`config.mk`:
```
export PLATFORM = sky130hd
export DESIGN_NAME = phys_free_list_flat
export DESIGN_NICKNAME = d
export VERILOG_FILES = /design/src/rtl/phys_free_list_if.sv /design/src/rtl/phys_free_list.sv /design/src/flat_wrapper.sv
export SDC_FILE = /design/constraint.sdc
export NUM_CORES = 2
export LEC_CHECK = 0
export CORE_MARGIN = 2
export CORE_UTILIZATION = 35
export DETAILED_ROUTE_END_ITERATION = 10
export GPL_TIMING_DRIVEN = 0
export PLACE_DENSITY = 0.53
export SKIP_CTS_REPAIR_TIMING = 1
export SLEW_MARGIN = 20
export SYNTH_ARGS = -nofsm -noshare
export SYNTH_HDL_FRONTEND = slang
export SYNTH_SLANG_ARGS = --single-unit
```
`constraint.sdc`:
```
create_clock -name clk -period 157.8 [get_ports clk]
set_input_delay 47.34 -clock clk [delete_from_list [all_inputs] [get_ports clk]]
set_output_delay 47.34 -clock clk [all_outputs]
set_load 0.01 [all_outputs]
```
`src/rtl/phys_free_list_if.sv`:
```
// Rename-side bus of the physical register free list: allocation, ROB retire frees, status.
// PHYS_FREE_LIST_DUPCHK_EN adds the sticky err_dup status bit.
interface phys_free_list_if #(
  parameter int unsigned NUM_PREGS = 64,
  parameter int unsigned TAG_W     = 6
);
  logic                 alloc_req;
  logic [TAG_W-1:0]     alloc_tag;
  logic                 alloc_valid;
  logic                 stall;
  logic [NUM_PREGS-1:0] retire_vec;
  logic [TAG_W:0]       free_count;
  logic                 err_overflow;
`ifdef PHYS_FREE_LIST_DUPCHK_EN
  logic                 err_dup;

  modport master (
    output alloc_req, retire_vec,
    input  alloc_tag, alloc_valid, stall, free_count, err_overflow, err_dup
  );
  modport slave (
    input  alloc_req, retire_vec,
    output alloc_tag, alloc_valid, stall, free_count, err_overflow, err_dup
  );
`else
  modport master (
    output alloc_req, retire_vec,
    input  alloc_tag, alloc_valid, stall, free_count, err_overflow
  );
  modport slave (
    input  alloc_req, retire_vec,
    output alloc_tag, alloc_valid, stall, free_count, err_overflow
  );
`endif
endinterface

```
`src/rtl/phys_free_list.sv`:
```
// Circular free list of physical register tags: one alloc per cycle, up to two retire frees per cycle.
// PHYS_FREE_LIST_DUPCHK_EN: in_list bitmap drops frees of tags already in the list and flags err_dup.
module phys_free_list #(
  parameter int unsigned NUM_PREGS = 64,
  parameter int unsigned NUM_AREGS = 32,
  parameter int unsigned TAG_W     = 6,
  parameter int unsigned MAX_FREE  = 2
) (
  input  logic             clk,
  input  logic             rst,
  phys_free_list_if.slave  fl
);

  localparam int unsigned CNT_W = TAG_W + 1;
  localparam int unsigned FREE0 = NUM_PREGS - NUM_AREGS;

  logic [TAG_W-1:0] mem_q [NUM_PREGS];
  logic [TAG_W-1:0] mem_d [NUM_PREGS];
  logic [TAG_W-1:0] head_q, head_d;
  logic [TAG_W-1:0] tail_q, tail_d;
  logic [CNT_W-1:0] count_q, count_d;
  logic             err_ovf_q, err_ovf_d;

  logic [NUM_PREGS-1:0] cand;
  logic                 sel_a_v, sel_b_v;
  logic [TAG_W-1:0]     sel_a, sel_b;
  logic [CNT_W-1:0]     nset;
  logic                 excess;
  logic                 dup_a, dup_b;
  logic                 ok_a, ok_b;
  logic [TAG_W-1:0]     push_tag0, push_tag1;
  logic [1:0]           n_req, n_take;
  logic [CNT_W-1:0]     space;
  logic                 alloc_acc;

`ifdef PHYS_FREE_LIST_DUPCHK_EN
  logic [NUM_PREGS-1:0] in_list_q, in_list_d;
  logic                 err_dup_q, err_dup_d;
`endif

  // Pick the two lowest set retire bits above p0 and count the rest for overflow
  always_comb begin
    cand    = fl.retire_vec & ~(NUM_PREGS'(1));
    sel_a_v = 1'b0;
    sel_b_v = 1'b0;
    sel_a   = '0;
    sel_b   = '0;
    nset    = '0;
    for (int unsigned i = 0; i < NUM_PREGS; i++) begin
      if (cand[TAG_W'(i)]) begin
        if (!sel_a_v) begin
          sel_a_v = 1'b1;
          sel_a   = TAG_W'(i);
        end else if (!sel_b_v) begin
          sel_b_v = 1'b1;
          sel_b   = TAG_W'(i);
        end
        nset = nset + CNT_W'(1);
      end
    end
    excess = nset > CNT_W'(MAX_FREE);
  end

  // Compact surviving frees, clip to free space, compute next state
  always_comb begin
`ifdef PHYS_FREE_LIST_DUPCHK_EN
    dup_a = sel_a_v & in_list_q[sel_a];
    dup_b = sel_b_v & in_list_q[sel_b];
`else
    dup_a = 1'b0;
    dup_b = 1'b0;
`endif
    ok_a      = sel_a_v & ~dup_a;
    ok_b      = sel_b_v & ~dup_b;
    push_tag0 = ok_a ? sel_a : sel_b;
    push_tag1 = sel_b;
    n_req     = 2'(ok_a) + 2'(ok_b);
    alloc_acc = fl.alloc_req & (count_q != '0);
    // An accepted alloc frees its slot for a same-cycle push
    space     = CNT_W'(NUM_PREGS) - count_q + CNT_W'(alloc_acc);
    n_take    = (CNT_W'(n_req) > space) ? space[1:0] : n_req;

    mem_d = mem_q;
    if (n_take != 2'd0) mem_d[tail_q] = push_tag0;
    if (n_take == 2'd2) mem_d[tail_q + TAG_W'(1)] = push_tag1;

    head_d    = head_q + TAG_W'(alloc_acc);
    tail_d    = tail_q + TAG_W'(n_take);
    count_d   = count_q + CNT_W'(n_take) - CNT_W'(alloc_acc);
    err_ovf_d = err_ovf_q | excess | (n_take != n_req);

`ifdef PHYS_FREE_LIST_DUPCHK_EN
    in_list_d = in_list_q;
    if (alloc_acc) in_list_d[mem_q[head_q]] = 1'b0;
    if (n_take != 2'd0) in_list_d[push_tag0] = 1'b1;
    if (n_take == 2'd2) in_list_d[push_tag1] = 1'b1;
    err_dup_d = err_dup_q | dup_a | dup_b;
`endif
  end

  always_ff @(posedge clk) begin
    if (rst) begin
      for (int unsigned i = 0; i < NUM_PREGS; i++) begin
        mem_q[TAG_W'(i)] <= (i < FREE0) ? TAG_W'(NUM_AREGS + i) : '0;
      end
      head_q    <= '0;
      tail_q    <= TAG_W'(FREE0);
      count_q   <= CNT_W'(FREE0);
      err_ovf_q <= 1'b0;
    end else begin
      mem_q     <= mem_d;
      head_q    <= head_d;
      tail_q    <= tail_d;
      count_q   <= count_d;
      err_ovf_q <= err_ovf_d;
    end
  end

`ifdef PHYS_FREE_LIST_DUPCHK_EN
  always_ff @(posedge clk) begin
    if (rst) begin
      for (int unsigned i = 0; i < NUM_PREGS; i++) begin
        in_list_q[TAG_W'(i)] <= (i >= NUM_AREGS);
      end
      err_dup_q <= 1'b0;
    end else begin
      in_list_q <= in_list_d;
      err_dup_q <= err_dup_d;
    end
  end

  assign fl.err_dup = err_dup_q;
`endif

  assign fl.alloc_tag    = mem_q[head_q];
  assign fl.alloc_valid  = (count_q != '0);
  assign fl.stall        = fl.alloc_req & (count_q == '0);
  assign fl.free_count   = count_q;
  assign fl.err_overflow = err_ovf_q;

endmodule

```
`src/flat_wrapper.sv`:
```
// flat-port wrapper written by rule: the top's interface ports become plain ports
module phys_free_list_flat 
#(
  parameter int unsigned NUM_PREGS = 64,
  parameter int unsigned NUM_AREGS = 32,
  parameter int unsigned TAG_W     = 6,
  parameter int unsigned MAX_FREE  = 2
)
  (clk, rst, fl_alloc_req, fl_retire_vec, fl_alloc_tag, fl_alloc_valid, fl_stall, fl_free_count, fl_err_overflow);
  phys_free_list_if #(.NUM_PREGS(NUM_PREGS), .TAG_W(TAG_W)) fl_i ();
  input  logic clk;
  input  logic rst;
  input wire logic [$bits(fl_i.alloc_req)-1:0] fl_alloc_req;
  input wire logic [$bits(fl_i.retire_vec)-1:0] fl_retire_vec;
  output wire logic [$bits(fl_i.alloc_tag)-1:0] fl_alloc_tag;
  output wire logic [$bits(fl_i.alloc_valid)-1:0] fl_alloc_valid;
  output wire logic [$bits(fl_i.stall)-1:0] fl_stall;
  output wire logic [$bits(fl_i.free_count)-1:0] fl_free_count;
  output wire logic [$bits(fl_i.err_overflow)-1:0] fl_err_overflow;
  assign fl_i.alloc_req = fl_alloc_req;
  assign fl_i.retire_vec = fl_retire_vec;
  assign fl_alloc_tag = fl_i.alloc_tag;
  assign fl_alloc_valid = fl_i.alloc_valid;
  assign fl_stall = fl_i.stall;
  assign fl_free_count = fl_i.free_count;
  assign fl_err_overflow = fl_i.err_overflow;
  phys_free_list #(.NUM_PREGS(NUM_PREGS), .NUM_AREGS(NUM_AREGS), .TAG_W(TAG_W), .MAX_FREE(MAX_FREE)) u_core (.clk(clk), .rst(rst), .fl(fl_i));
endmodule
```
; ---- Yosys cells after proc, flatten, opt, wreduce, memory -nomap -nowiden
; Cells that the tools add are included.
[totals]
output_inout_bits = 16
wordCells = 732
regBits = 404
in_bits = 67
[classes]
add_sub_neg = 70
bitwise_logic = 7
n_eq_ne = 2
order_cmp = 7
n_reduce_logical = 5
n_mux = 573
[op_table]
columns = operator, n
row1 = 6-bit 2-to-1 mux, 313
row2 = 384-bit bitwise mux, 2
row3 = 384-bit 2-to-1 mux, 2
row4 = "7-bit by 1-bit adder with 7-bit output, second input constant", 62
row5 = 7-bit 2-to-1 mux, 62
row6 = 1-bit 2-to-1 mux, 189
row7 = 6-bit demux with 6-bit select, 2
row8 = 6-bit binary-select mux with 6-bit select, 1
row9 = "7-bit >= comparator, second input constant", 3
row10 = 6-bit NOT with 7-bit output, 3
row11 = "7-bit by 1-bit less-than comparator with 1-bit output, second input constant", 2
row12 = 7-bit by 1-bit adder with 7-bit output, 1
row13 = 7-bit by 2-bit adder with 7-bit output, 1
row14 = 2-bit by 7-bit greater-than comparator with 1-bit output, 1
row15 = "7-bit by 2-bit greater-than comparator with 1-bit output, second input constant", 1
row16 = 7-bit zero test, 1
row17 = 7-bit nonzero test, 1
row18 = 7-bit by 1-bit subtractor with 7-bit output, 1
row19 = "7-bit subtractor, first input constant", 1
row20 = 6-bit by 1-bit adder with 6-bit output, 1
row21 = "6-bit by 1-bit adder with 6-bit output, second input constant", 1
row22 = 6-bit by 2-bit adder with 6-bit output, 1
row23 = 2-bit 2-to-1 mux, 2
row24 = 1-bit by 1-bit adder with 2-bit output, 1
row25 = other kinds (6), 9

; ---- Longest topological paths before layout
[logic_depth]
depth_word = 191
depth_mapped = 197
ltp_nobuf = 196

; ---- Worst setup path before layout
; No wires, ideal clock.
[synth_timing]
path_type = input to output
startpoint = input port fl_alloc_req
endpoint = output port fl_stall
cell_stages = 2
setup_slack_ns = 62.929
required_time_ns = 110.460
arrival_ns = 47.531
cell_sequence = inv_1 > nor2_1
[synth_between]
elab_chain_len = 1
[synth_lines]
columns = element, line_no
row1 = "start, declared", flat_wrapper.sv:13  ; input wire logic [$bits(fl_i.alloc_req)-1:0] fl_alloc_req;
row2 = 1-bit bitwise AND, phys_free_list.sv:137  ; assign fl.stall = fl.alloc_req & (count_q == '0);
row3 = "end, declared", flat_wrapper.sv:17  ; output wire logic [$bits(fl_i.stall)-1:0] fl_stall;
; Every way passes these cells.

; ---- Worst setup path in the final report
; Ends and elaborated chain as after synthesis.

==> results.ini <==
[run_status]
run_status = completed

[detailed_routing]
drc = 0
ant_nets = 0
drt_iter0_drc = 3232
firstDrtPassIters = 6
vias = 36880
routed_wl_mm = 133.7
vias_per_cell = 5.783
wl_per_cell_um = 20.96

[worst_setup_path]
cp_num_buf_inv = 3
critPathMaxStageDelay_ns = 0.66
arrival_ns = 48.72
start_kind = input port
cp.required_ns = 110.46
crit_path_max_fanout = 2
path_common_cell = clkdlybuf4s50_1
cp-end-kind = output port
critPathTopFamily = buffers and inverters
critical_path_class = in2out
path_cells = clkdlybuf4s50_1 -> inv_1 -> nor2_1 -> clkdlybuf4s50_1
crit_slowest_cell = clkdlybuf4s50_1

[timing]
period_share = 0.6087
setup-violations-final = 0
fin_worst_skew_ns = 0.01946
setup-tns-final_ns = 0
slew_headroom = 0.2218
clock.fmax_ghz = 0.01041
finalHoldViolations = 0
tightest_slew_ns = 1.167
drv_slew = 0
rsz0062_at_grt = no
finalCriticalPeriod_ns = 96.06

[clock_tree]
numCtsBuffers = 47
htree_num_levels = 2
root_buffer = clkbuf_16
cts_tree = built
cts_sinks = 404
cts_buffer_depth = 3
clk_pin_slew_worst_paths_ns = 0.06
insertion_delay_ns = 0.60

[yosys]
ys.flop_type = dfxtp_1
synth_top_family_by_area = compound AO/OA/AOI/OAI gates
syn_area_per_cell_um2 = 7.513
synthAdderAreaFrac = 0.03604
synth_compound_area_frac = 0.2685
synth_nets = 5010
syn_area_mm2 = 0.03645
synthDistinctLibCells = 98
synth.area.mux_share = 0.08989
async_flop_share = 0
yosysWarnings = 0
ys_ff_latch = 404
yosys.area_share.simple = 0.2171
synthXorXnorAreaFrac = 0.1044
synth_cells = 4852
yosysSeqAreaShare = 0.2219
synth_edf_count = 0

[floorplan]
rows = 118
dieWidth_um = 326.7
dieArea_mm2 = 0.1068
io_pins = 83
initial_utilization = 0.3527
core_mm2 = 0.1033
die_h_um = 326.7

[place]
dp.final_hpwl_mm = 102.4
globalplace.congestion = 0.9291
placed_area_mm2 = 0.03890
port_buffers = 45

[grt]
grtUsageTotal = 0.2416
grt_pass1_wl_mm = 206.0
antenna_found_initial = 2
overflow = 0
first_global_vias = 34090
grt_max_degree = 13

[finish]
final_util = 0.3918
syn2layout_area_growth_pct = 11.07
final_cell_mix = nor2_1, a211oi_1, clkbuf_1, nand2_1, dfxtp_1
post-route-cell-area_mm2 = 0.04049
final_common_cell = nor2_1
fin_nets = 5121
drive_gt1_frac = 0.08745

[hold_path]
hold_path.class = reg2reg

[run]
maxCapViolCount = 0

[flip-flops by register name, summed over array words and instances (netlist names)]
register                count
u_core.fl.err_overflow      1
u_core.fl.free_count        7
u_core.head_q               6
u_core.mem_q              384
u_core.tail_q               6
[worst paths after layout]
check	depth (start not counted)	start	endpoint	slack, ns
setup / recovery	4	fl_alloc_req	fl_stall	61.74
setup reg to reg	26	u_core.fl.free_count[2]	u_core.mem_q[239]	151.18
hold / removal	3	u_core.mem_q[295]	u_core.mem_q[295]	0.58
hold reg to reg	3	u_core.mem_q[295]	u_core.mem_q[295]	0.58
[area by class of cell]
class / instances / area, um^2
multi-input combinational: 3848 / 26180
sequential: 404 / 8088
tap: 1380 / 1727
antenna: 1 / 2.502
fill: 10950 / 62860
timing repair buffer: 62 / 636.9
clock buffer: 66 / 1400
inverter: 160 / 600.6
clock inverter: 17 / 168.9
buffer: 440 / 1682
[cells in the mapped netlist (57+ instances only)]
| master | n | area [um^2] |
|---|---|---|
| a21oi_1 | 383 | 1917 |
| or2_2 | 97 | 606.8 |
| o21ai_0 | 201 | 1006 |
| xnor2_1 | 194 | 1699 |
| nand2b_1 | 57 | 356.6 |
| clkbuf_1 | 404 | 1516 |
| xor2_1 | 77 | 674.4 |
| mux4_2 | 126 | 2838 |
| nor3_1 | 94 | 470.5 |
| nand2_1 | 404 | 1516 |
| ha_1 | 89 | 1114 |
| o31ai_1 | 82 | 615.6 |
| nand3_1 | 89 | 445.4 |
| inv_1 | 146 | 548.0 |
| dfxtp_1 | 404 | 8088 |
| nor2_1 | 787 | 2954 |
| a211oi_1 | 499 | 3746 |
[per-layer routing]
metal / part of all wire / vias to the layer above / GRT usage / routed length [um]
met5: 0 / - / 0 / 0
met4: 0.030 / 0 / 0.06701 / 4033
li1: - / 17790 / - / -
met3: 0.066 / 197 / 0.03176 / 8803
met1: 0.46 / 17700 / 0.3391 / 60930
met2: 0.45 / 1199 / 0.3875 / 59900
[cells by family after synthesis]
logic type	after synthesis
buf+inv	600
fa+ha+maj	107
flops	404
mux	168
simple gates	1757
xor+xnor	337
compound gates	1479
[metrics by stage]
step | worst slack (ns) | hold WS [ns] | cells
after floorplan | 62.93 | 0.5450 | 4852
after global placement | 61.75 | 0.5561 | 6277
after detailed placement | 61.75 | 0.5663 | 6294
after CTS | 61.75 | 0.5794 | 6377
after global routing | 61.67 | 0.6162 | 6378
final | 61.74 | 0.5781 | 6378
[worst min-delay path, delay by kind of cell, from the launching register on]
| family | cells | cell delay (ns) |
|---|---|---|
| flip-flops | 1 | 0.32 |
| AO/OA/AOI/OAI | 2 | 0.15 |
| AND/OR/NAND/NOR | 1 | 0.08 |
Power is left out: the tool's default activity adds up to more than one toggle a clock period on the data nets, which glitch-free logic cannot reach.
